### config.mk
export PLATFORM = sky130hd
export DESIGN_NAME = fifo_wr_arbiter
export DESIGN_NICKNAME = d
export VERILOG_FILES = /design/src/rtl/fifo_arb_pkg.sv /design/src/rtl/fifo_wr_arbiter_rr_pick.sv /design/src/rtl/fifo_wr_arbiter.sv
export SDC_FILE = /design/constraint.sdc
export NUM_CORES = 1
export LEC_CHECK = 0
export CAP_MARGIN = 20
export CORE_MARGIN = 1.5
export CORE_UTILIZATION = 29
export DETAILED_ROUTE_END_ITERATION = 8
export PLACE_DENSITY = 0.86
export SYNTH_ARGS = -nofsm -noshare
export SYNTH_HDL_FRONTEND = slang
export SYNTH_SLANG_ARGS = --single-unit
### constraint.sdc
create_clock -name clk -period 1.6 [get_ports clk]
set_input_delay 0.24 -clock clk [delete_from_list [all_inputs] [get_ports clk]]
set_output_delay 0.24 -clock clk [all_outputs]
set_load 0.01 [all_outputs]
### src/rtl/fifo_arb_pkg.sv
// Purpose    : shared types and default sizes for the fifo_sync write-port arbiter.
// Latency    : n/a (declarations only).
// Backpressure: n/a.
// Contents   : arb_state_t (IDLE/BURST) and default NUM_REQ, DATA_W, BURST_MAX, CNT_W.
package fifo_arb_pkg;

    typedef enum logic {
        IDLE  = 1'b0,   // no producer owns the FIFO write port
        BURST = 1'b1    // grant_id owns the port until release
    } arb_state_t;

    localparam int DEF_NUM_REQ   = 4;
    localparam int DEF_DATA_W    = 8;
    localparam int DEF_BURST_MAX = 4;
    localparam int DEF_CNT_W     = 16;

endpackage

### src/rtl/fifo_wr_arbiter_rr_pick.sv
// Purpose    : round-robin priority search; first set req_valid at rr_ptr, rr_ptr+1, ... mod NUM_REQ.
// Latency    : purely combinational.
// Backpressure: none; pick is recomputed every cycle.
// Ports      : req_valid[NUM_REQ], rr_ptr[IDX_W] in; pick_valid, pick_idx[IDX_W] out.
module rr_pick #(
    parameter int NUM_REQ = 4,
    parameter int IDX_W   = $clog2(NUM_REQ)
) (
    input  logic [NUM_REQ-1:0] req_valid,
    input  logic [IDX_W-1:0]   rr_ptr,
    output logic               pick_valid,
    output logic [IDX_W-1:0]   pick_idx
);

    int idx;

    // Walk offsets from farthest to nearest so the nearest valid one wins
    // last; the wrap is explicit so non-power-of-two NUM_REQ works.
    always_comb begin
        pick_valid = 1'b0;
        pick_idx   = '0;
        idx        = 0;
        for (int k = NUM_REQ - 1; k >= 0; k--) begin
            idx = int'(rr_ptr) + k;
            if (idx >= NUM_REQ) begin
                idx = idx - NUM_REQ;
            end
            if (req_valid[idx[IDX_W-1:0]]) begin
                pick_valid = 1'b1;
                pick_idx   = idx[IDX_W-1:0];
            end
        end
    end

endmodule

### src/rtl/fifo_wr_arbiter.sv
// Purpose    : shares the fifo_sync write port among NUM_REQ producers, round-robin with bounded bursts.
// Latency    : grant registered one cycle after req_valid in IDLE; beats then pass combinationally to the FIFO.
// Backpressure: fifo_full combinationally clears req_ready and fifo_wr_en; owner keeps its grant while stalled.
// Ports      : clk, rst_n (async, active-low); req_valid/req_data/req_ready per producer;
//              fifo_full in, fifo_wr_en/fifo_data_in out; grant_valid/grant_id status;
//              grant_cnt/stall_cnt statistics, live only when FIFO_ARB_STATS_EN is defined (else tied 0).
module fifo_wr_arbiter
    import fifo_arb_pkg::*;
#(
    parameter int NUM_REQ   = DEF_NUM_REQ,
    parameter int DATA_W    = DEF_DATA_W,
    parameter int BURST_MAX = DEF_BURST_MAX,
    parameter int CNT_W     = DEF_CNT_W
) (
    input  logic                       clk,
    input  logic                       rst_n,
    input  logic [NUM_REQ-1:0]         req_valid,
    input  logic [NUM_REQ*DATA_W-1:0]  req_data,
    output logic [NUM_REQ-1:0]         req_ready,
    input  logic                       fifo_full,
    output logic                       fifo_wr_en,
    output logic [DATA_W-1:0]          fifo_data_in,
    output logic                       grant_valid,
    output logic [$clog2(NUM_REQ)-1:0] grant_id,
    output logic [NUM_REQ*CNT_W-1:0]   grant_cnt,
    output logic [CNT_W-1:0]           stall_cnt
);

    localparam int IDX_W  = $clog2(NUM_REQ);
    localparam int BEAT_W = $clog2(BURST_MAX + 1);

    arb_state_t         state;
    arb_state_t         state_nxt;
    logic [IDX_W-1:0]   rr_ptr;
    logic [BEAT_W-1:0]  beat_cnt;

    logic               pick_valid;
    logic [IDX_W-1:0]   pick_idx;
    logic               owner_vld;
    logic [DATA_W-1:0]  owner_dat;
    logic               accept;
    logic               release_now;

    rr_pick #(
        .NUM_REQ (NUM_REQ),
        .IDX_W   (IDX_W)
    ) u_rr_pick (
        .req_valid  (req_valid),
        .rr_ptr     (rr_ptr),
        .pick_valid (pick_valid),
        .pick_idx   (pick_idx)
    );

    // Owner's request and data, selected by grant_id.
    always_comb begin
        owner_vld = 1'b0;
        owner_dat = '0;
        for (int i = 0; i < NUM_REQ; i++) begin
            if (grant_id == IDX_W'(i)) begin
                owner_vld = req_valid[i];
                owner_dat = req_data[i*DATA_W +: DATA_W];
            end
        end
    end

    assign accept      = (state == BURST) && owner_vld && !fifo_full;
    // Release when the owner goes idle or its BURST_MAX-th beat is accepted.
    assign release_now = (state == BURST) &&
                         (!owner_vld || (accept && (beat_cnt == BEAT_W'(BURST_MAX - 1))));

    // State register plus the grant bookkeeping that moves with it.
    always_ff @(posedge clk or negedge rst_n) begin
        if (!rst_n) begin
            state    <= IDLE;
            grant_id <= '0;
            rr_ptr   <= '0;
            beat_cnt <= '0;
        end else begin
            state <= state_nxt;
            if (state == IDLE && pick_valid) begin
                grant_id <= pick_idx;
                beat_cnt <= '0;
            end
            if (accept) begin
                beat_cnt <= beat_cnt + 1'b1;
            end
            // Released owner drops to lowest priority next arbitration.
            if (release_now) begin
                rr_ptr <= (grant_id == IDX_W'(NUM_REQ - 1)) ? '0 : grant_id + 1'b1;
            end
        end
    end

    // Next-state logic.
    always_comb begin
        state_nxt = state;
        case (state)
            IDLE:    if (pick_valid)  state_nxt = BURST;
            BURST:   if (release_now) state_nxt = IDLE;
            default: state_nxt = IDLE;
        endcase
    end

    // Outputs: fifo_full feeds req_ready/fifo_wr_en directly so the FIFO
    // never sees a write while full.
    always_comb begin
        grant_valid  = 1'b0;
        req_ready    = '0;
        fifo_wr_en   = 1'b0;
        fifo_data_in = '0;
        if (state == BURST) begin
            grant_valid  = 1'b1;
            fifo_wr_en   = accept;
            fifo_data_in = owner_dat;
            for (int i = 0; i < NUM_REQ; i++) begin
                req_ready[i] = (grant_id == IDX_W'(i)) && !fifo_full;
            end
        end
    end

`ifdef FIFO_ARB_STATS_EN
    localparam logic [CNT_W-1:0] CNT_MAX = '1;

    logic [CNT_W-1:0] gcnt [NUM_REQ];
    logic [CNT_W-1:0] stall_q;

    // Saturating counters, cleared only by reset.
    always_ff @(posedge clk or negedge rst_n) begin
        if (!rst_n) begin
            for (int i = 0; i < NUM_REQ; i++) begin
                gcnt[i] <= '0;
            end
            stall_q <= '0;
        end else begin
            for (int i = 0; i < NUM_REQ; i++) begin
                if (accept && grant_id == IDX_W'(i) && gcnt[i] != CNT_MAX) begin
                    gcnt[i] <= gcnt[i] + 1'b1;
                end
            end
            if (state == BURST && owner_vld && fifo_full && stall_q != CNT_MAX) begin
                stall_q <= stall_q + 1'b1;
            end
        end
    end

    always_comb begin
        grant_cnt = '0;
        for (int i = 0; i < NUM_REQ; i++) begin
            grant_cnt[i*CNT_W +: CNT_W] = gcnt[i];
        end
    end

    assign stall_cnt = stall_q;
`else
    assign grant_cnt = '0;
    assign stall_cnt = '0;
`endif

endmodule

# == Word-level counts from Yosys, hierarchy flattened ==
# Cells that the tools add are included.
# totals
out_inout_bits,96
reg_bits,8
word_cells,78
# classes
add_sub_neg,9
bitwise,1
magnitude_cmp,8
eq_ne,4
reduce_logical,14
mux,38
# op_table
operator,count
8-bit two-way mux,5
2-bit two-way mux,9
1-bit two-way mux,16
"2-bit by 3-bit < comparator with 1-bit output, second input constant",4
"3-bit greater-or-equal comparator, second input constant",3
1-bit logical AND,9
1-bit binary-select mux with 2-bit select,4
"2-bit by 1-bit subtractor with 2-bit output, second input constant",4
"2-bit by 2-bit adder with 3-bit output, second input constant",2
3-bit two-way mux,2
"2-bit == test, second input constant",2
4-bit two-way mux,1
"2-bit by 1-bit adder with 3-bit output, second input constant",1
"3-bit by 1-bit adder with 3-bit output, second input constant",1
"3-bit by 2-bit == test with 1-bit output, second input constant",1
"2-bit by 3-bit greater-or-equal comparator with 1-bit output, second input constant",1
"2-bit by 1-bit adder with 2-bit output, second input constant",1
"2-bit by 1-bit == test with 1-bit output, second input constant",1
1-bit zero test,2
2-bit zero test,1
1-bit one-hot mux with 2 select lines,1
2-bit nonzero test,1
1-bit logical OR,1
1-bit NOT,1

# == Depth between registers and ports, before layout ==
# logic_depth
ltp_word,12
ltp_mapped,8
ltp_nobuf,6

# == Hierarchy ==
# A second synthesis with hierarchy kept.
# unflattened
cells_unflattened,207
hier_area_um2,1541.5
# modules_own_cells
module,area_per_inst_um2,cells_per_inst,seq_area_each_um2,instances
fifo_wr_arbiter,1463.9,194,200.2,1
rr_pick,77.6,13,0.0,1

# == Worst setup path after synthesis ==
# Ideal clock, no wire load.
# synth_path
path_type,reg-to-reg
from,register grant_id[1]
to,register rr_ptr[0]
n_path_buf,1
required_time_ns,1.475
setup_time_ns,0.125
arrival_ns,1.648
slack_ns,-0.173
stages_incl_launch_ff,8
cell_sequence,dfrtp_1 inv_1 ha_1 buf_2 nand3b_1 a21o_1 a2bb2oi_2 mux2_2
# synth_via
elab_chain_len,10
# synth_lines
element,line_no,rtl
start: declaration,fifo_wr_arbiter.sv:24,"output logic [$clog2(NUM_REQ)-1:0] grant_id,"
start signal: assignment,fifo_wr_arbiter.sv:81,grant_id <= pick_idx;
2-bit zero test,fifo_wr_arbiter.sv:59,if (grant_id == IDX_W'(i)) begin
1-bit two-way mux (4 in a row),fifo_wr_arbiter.sv:59,
1-bit logical AND (2 in a row),fifo_wr_arbiter.sv:66,assign accept = (state == BURST) && owner_vld && !fifo_full;
1-bit logical AND,fifo_wr_arbiter.sv:69,(!owner_vld || (accept && (beat_cnt == BEAT_W'(BURST_MAX - 1))));
1-bit logical OR,fifo_wr_arbiter.sv:69,
1-bit logical AND,fifo_wr_arbiter.sv:68,assign release_now = (state == BURST) &&
end signal: assignment,fifo_wr_arbiter.sv:89,rr_ptr <= (grant_id == IDX_W'(NUM_REQ - 1)) ? '0 : grant_id + 1'b1;
end: declaration,fifo_wr_arbiter.sv:34,logic [IDX_W-1:0] rr_ptr;
# Parallel ways exist; a longest one is shown, timed or not.
# A chain may end at the register's enable or synchronous reset.

# == Final worst setup path ==
# layout_path
from,register grant_id[1]
to,output port fifo_wr_en
# layout_via
elab_chain_len,8
# layout_lines
element,line_no,rtl
2-bit zero test,fifo_wr_arbiter.sv:59,
1-bit two-way mux (3 in a row),fifo_wr_arbiter.sv:59,
1-bit two-way mux *,fifo_wr_arbiter.sv:59,
1-bit logical AND * (2 in a row),fifo_wr_arbiter.sv:66,
1-bit two-way mux *,fifo_wr_arbiter.sv:111,if (state == BURST) begin
end: declaration,fifo_wr_arbiter.sv:21,"output logic fifo_wr_en,"
# Every way passes the cells marked *; elsewhere a longest branch is shown, timed or not.

==> metrics <==
Synth cell types 30; Routed Antenna Nets 0; H-Tree Level Count 1; violated checks setup timing; cell taking the most area after synthesis buf_4; initial antenna violation count 0; Startpoint Class register; die span in x between 70 and 80 um; CP Class reg -> out; critical path capture point type output port; Seq cells post-synth 8; P_leak 0.00116 uW; status complete, but fails checks; power per cell area ~1600 nW/um2; Final WS setup -0.366 ns; area growth from synthesis to layout 49.1%; GP Congestion 0.882; pin count of the biggest net entering global routing 16; setup TNS -3.86 ns; largest cells by area after synthesis buf_4, dfrtp_1, a21oi_1; Setup-failing EPs final 17; GR Util All Layers 0.130; Worst Clk Skew a little under 0.006 ns; Fillers around 520; vias in the first global route 1229; worst min path class in -> async; setup slack, reg-to-reg -0.20 ns; critical-path maximum fanout 5; final instance area about 2300 um2; io pins 135; TritonCTS Sinks 8; post-synth top area share 0.398; RSZ-0062 raised after global routing yes; max capacitance violation total 0; total power 3620 uW; Port Buf Inserts 54; mapped cell area ~1500 um2; CTS tree yes; FF-to-FF End rr_ptr[0]; final hold vios 0; hold buffer count at cts 0; top_reg_cell synth dfrtp_1; CP Data Arrival Time between 1.5 and 2 ns; drt initial violations 32; via count around 1400; EDFF count, synth 0; Vias/cell roughly 4.0; clock latency on the worst-skew pair 0.24 ns; DIE HEIGHT between 70 and 80 um; worst hold slack 0.285 ns; # DRC 0; final wirelength ~3900 um; dpl cell area 1960 um2; async set or reset register ratio after synthesis 1.00; first-pass GRT wire length ~5500 um; minimum clock period 1.97 ns; die area 5720 um2; Worst Reg-to-Reg Cells 8; CP Data Required Time 1.36 ns; Worst-path clk slew 0.05 ns; Final Cycle Share 1.23; Fmax 509 MHz; clk buf depth 2; antenna fix cells 0; syn avg cell area 7.35 um2; Cells after Synth between 200 and 250; drt pass-1 iters 4; row count 26; Routed WL per cell 11.1 um; Clock Tree Root clkbuf_8; Synth top cells by count buf_4, a21oi_1, nand2_1; count leader, synth buf_4; Max Slew Vio Count 0; Final nets 328; total gr overflow 0; TritonCTS buffer count 3; YS warnings 0; initial core utilization 0.299; Peak VDD IR 0.912 mV; worst r2r src grant_id[1]; share of post-route cells with drive strength above 1 0.284; CORE AREA 5110 um2; sequential share of the synthesized area 0.131; post-DP HPWL 2990 um
==> repair_timing <==
| action | CTS | global route |
|---|---|---|
| endpoints found under the setup margin | 19 | 20 |
| pin swaps | 11 | 19 |
| endpoints found under the hold margin | 0 | 0 |
| resized for setup | 95 | 28 |
| cloned | 1 | 0 |
| setup buffers | 8 | 2 |
==> area by class of cell <==
type	count	area, um2	area share
sequential	8	203	0.0889
timing repair buffer	79	764	0.335
inverter	16	65.1	0.0285
tap	70	87.6	0.0384
multi-input combinational	175	1110	0.489
clock buffer	4	45.0	0.0198
==> logic make-up after synthesis <==
logic type / after synthesis / share of synthesized area
AOI/OAI and AO/OA: 46 / 0.205
adders and majority gates: 6 / 0.0491
buffers and inverters: 104 / 0.459
DFF: 8 / 0.131
muxes: 6 / 0.0409
other: 1 / 0.00245
and+or+nand+nor: 37 / 0.112
==> registers in the layout, indices dropped and copies added, names as in the netlist <==
name,count
state,1
grant_id,2
beat_cnt,3
rr_ptr,2
==> where the power goes <==
part           leakage, uW  internal (uW)  switching (uW)
clock            0.0000228            173            88.5
combinational      0.00104           1520            1440
sequential       0.0000976            291            92.9
==> cells in the final DEF, fill, tap and decap left out, types with 6 or more instances in the layout <==
| master | n |
|---|---|
| conb_1 | 80 |
| o21ai_2 | 8 |
| buf_4 | 12 |
| buf_6 | 7 |
| inv_1 | 12 |
| buf_2 | 11 |
| clkdlybuf4s50_1 | 38 |
| a21oi_1 | 12 |
| nor2_1 | 11 |
| nand2_1 | 12 |
| dfrtp_1 | 6 |
| a22oi_1 | 7 |
==> metrics by stage <==
stage / worst slack (ns) / util / instances
after floorplan: -0.160 / - / 287
after global placement: -0.584 / 0.383 / 340
after detailed placement: -0.650 / 0.383 / 340
after CTS: -0.367 / 0.430 / 352
after global routing: -0.429 / 0.446 / 352
final: -0.366 / 0.446 / 352
==> worst max path at each step <==
stage,start,to,slack (ns),depth (start not counted)
2_1_floorplan,grant_id[1],rr_ptr[0],-0.16,7
3_3_place_gp,req_valid[2],fifo_wr_en,-0.58,6
3_5_place_dp,req_valid[2],fifo_wr_en,-0.65,6
4_1_cts,grant_id[1],fifo_wr_en,-0.37,9
5_1_grt,grant_id[0],fifo_data_in[3],-0.43,8
6_report,grant_id[1],fifo_wr_en,-0.37,6
==> per-layer routing <==
metal / wire length (um) / GRT usage
met1: 1490 / 0.137
met4: 63 / 0.0516
met2: 2060 / 0.257
met5: 0 / 0
met3: 291 / 0.0146
==> critical path, cell delays in order, from the launching register on <==
cell,delay (ns)
dfrtp_2,0.44
buf_6,0.13
ha_4,0.19
a2111oi_4,0.41
o31ai_4,0.15
inv_2,0.07
buf_6,0.09
Power figures use the tool's default switching activity.
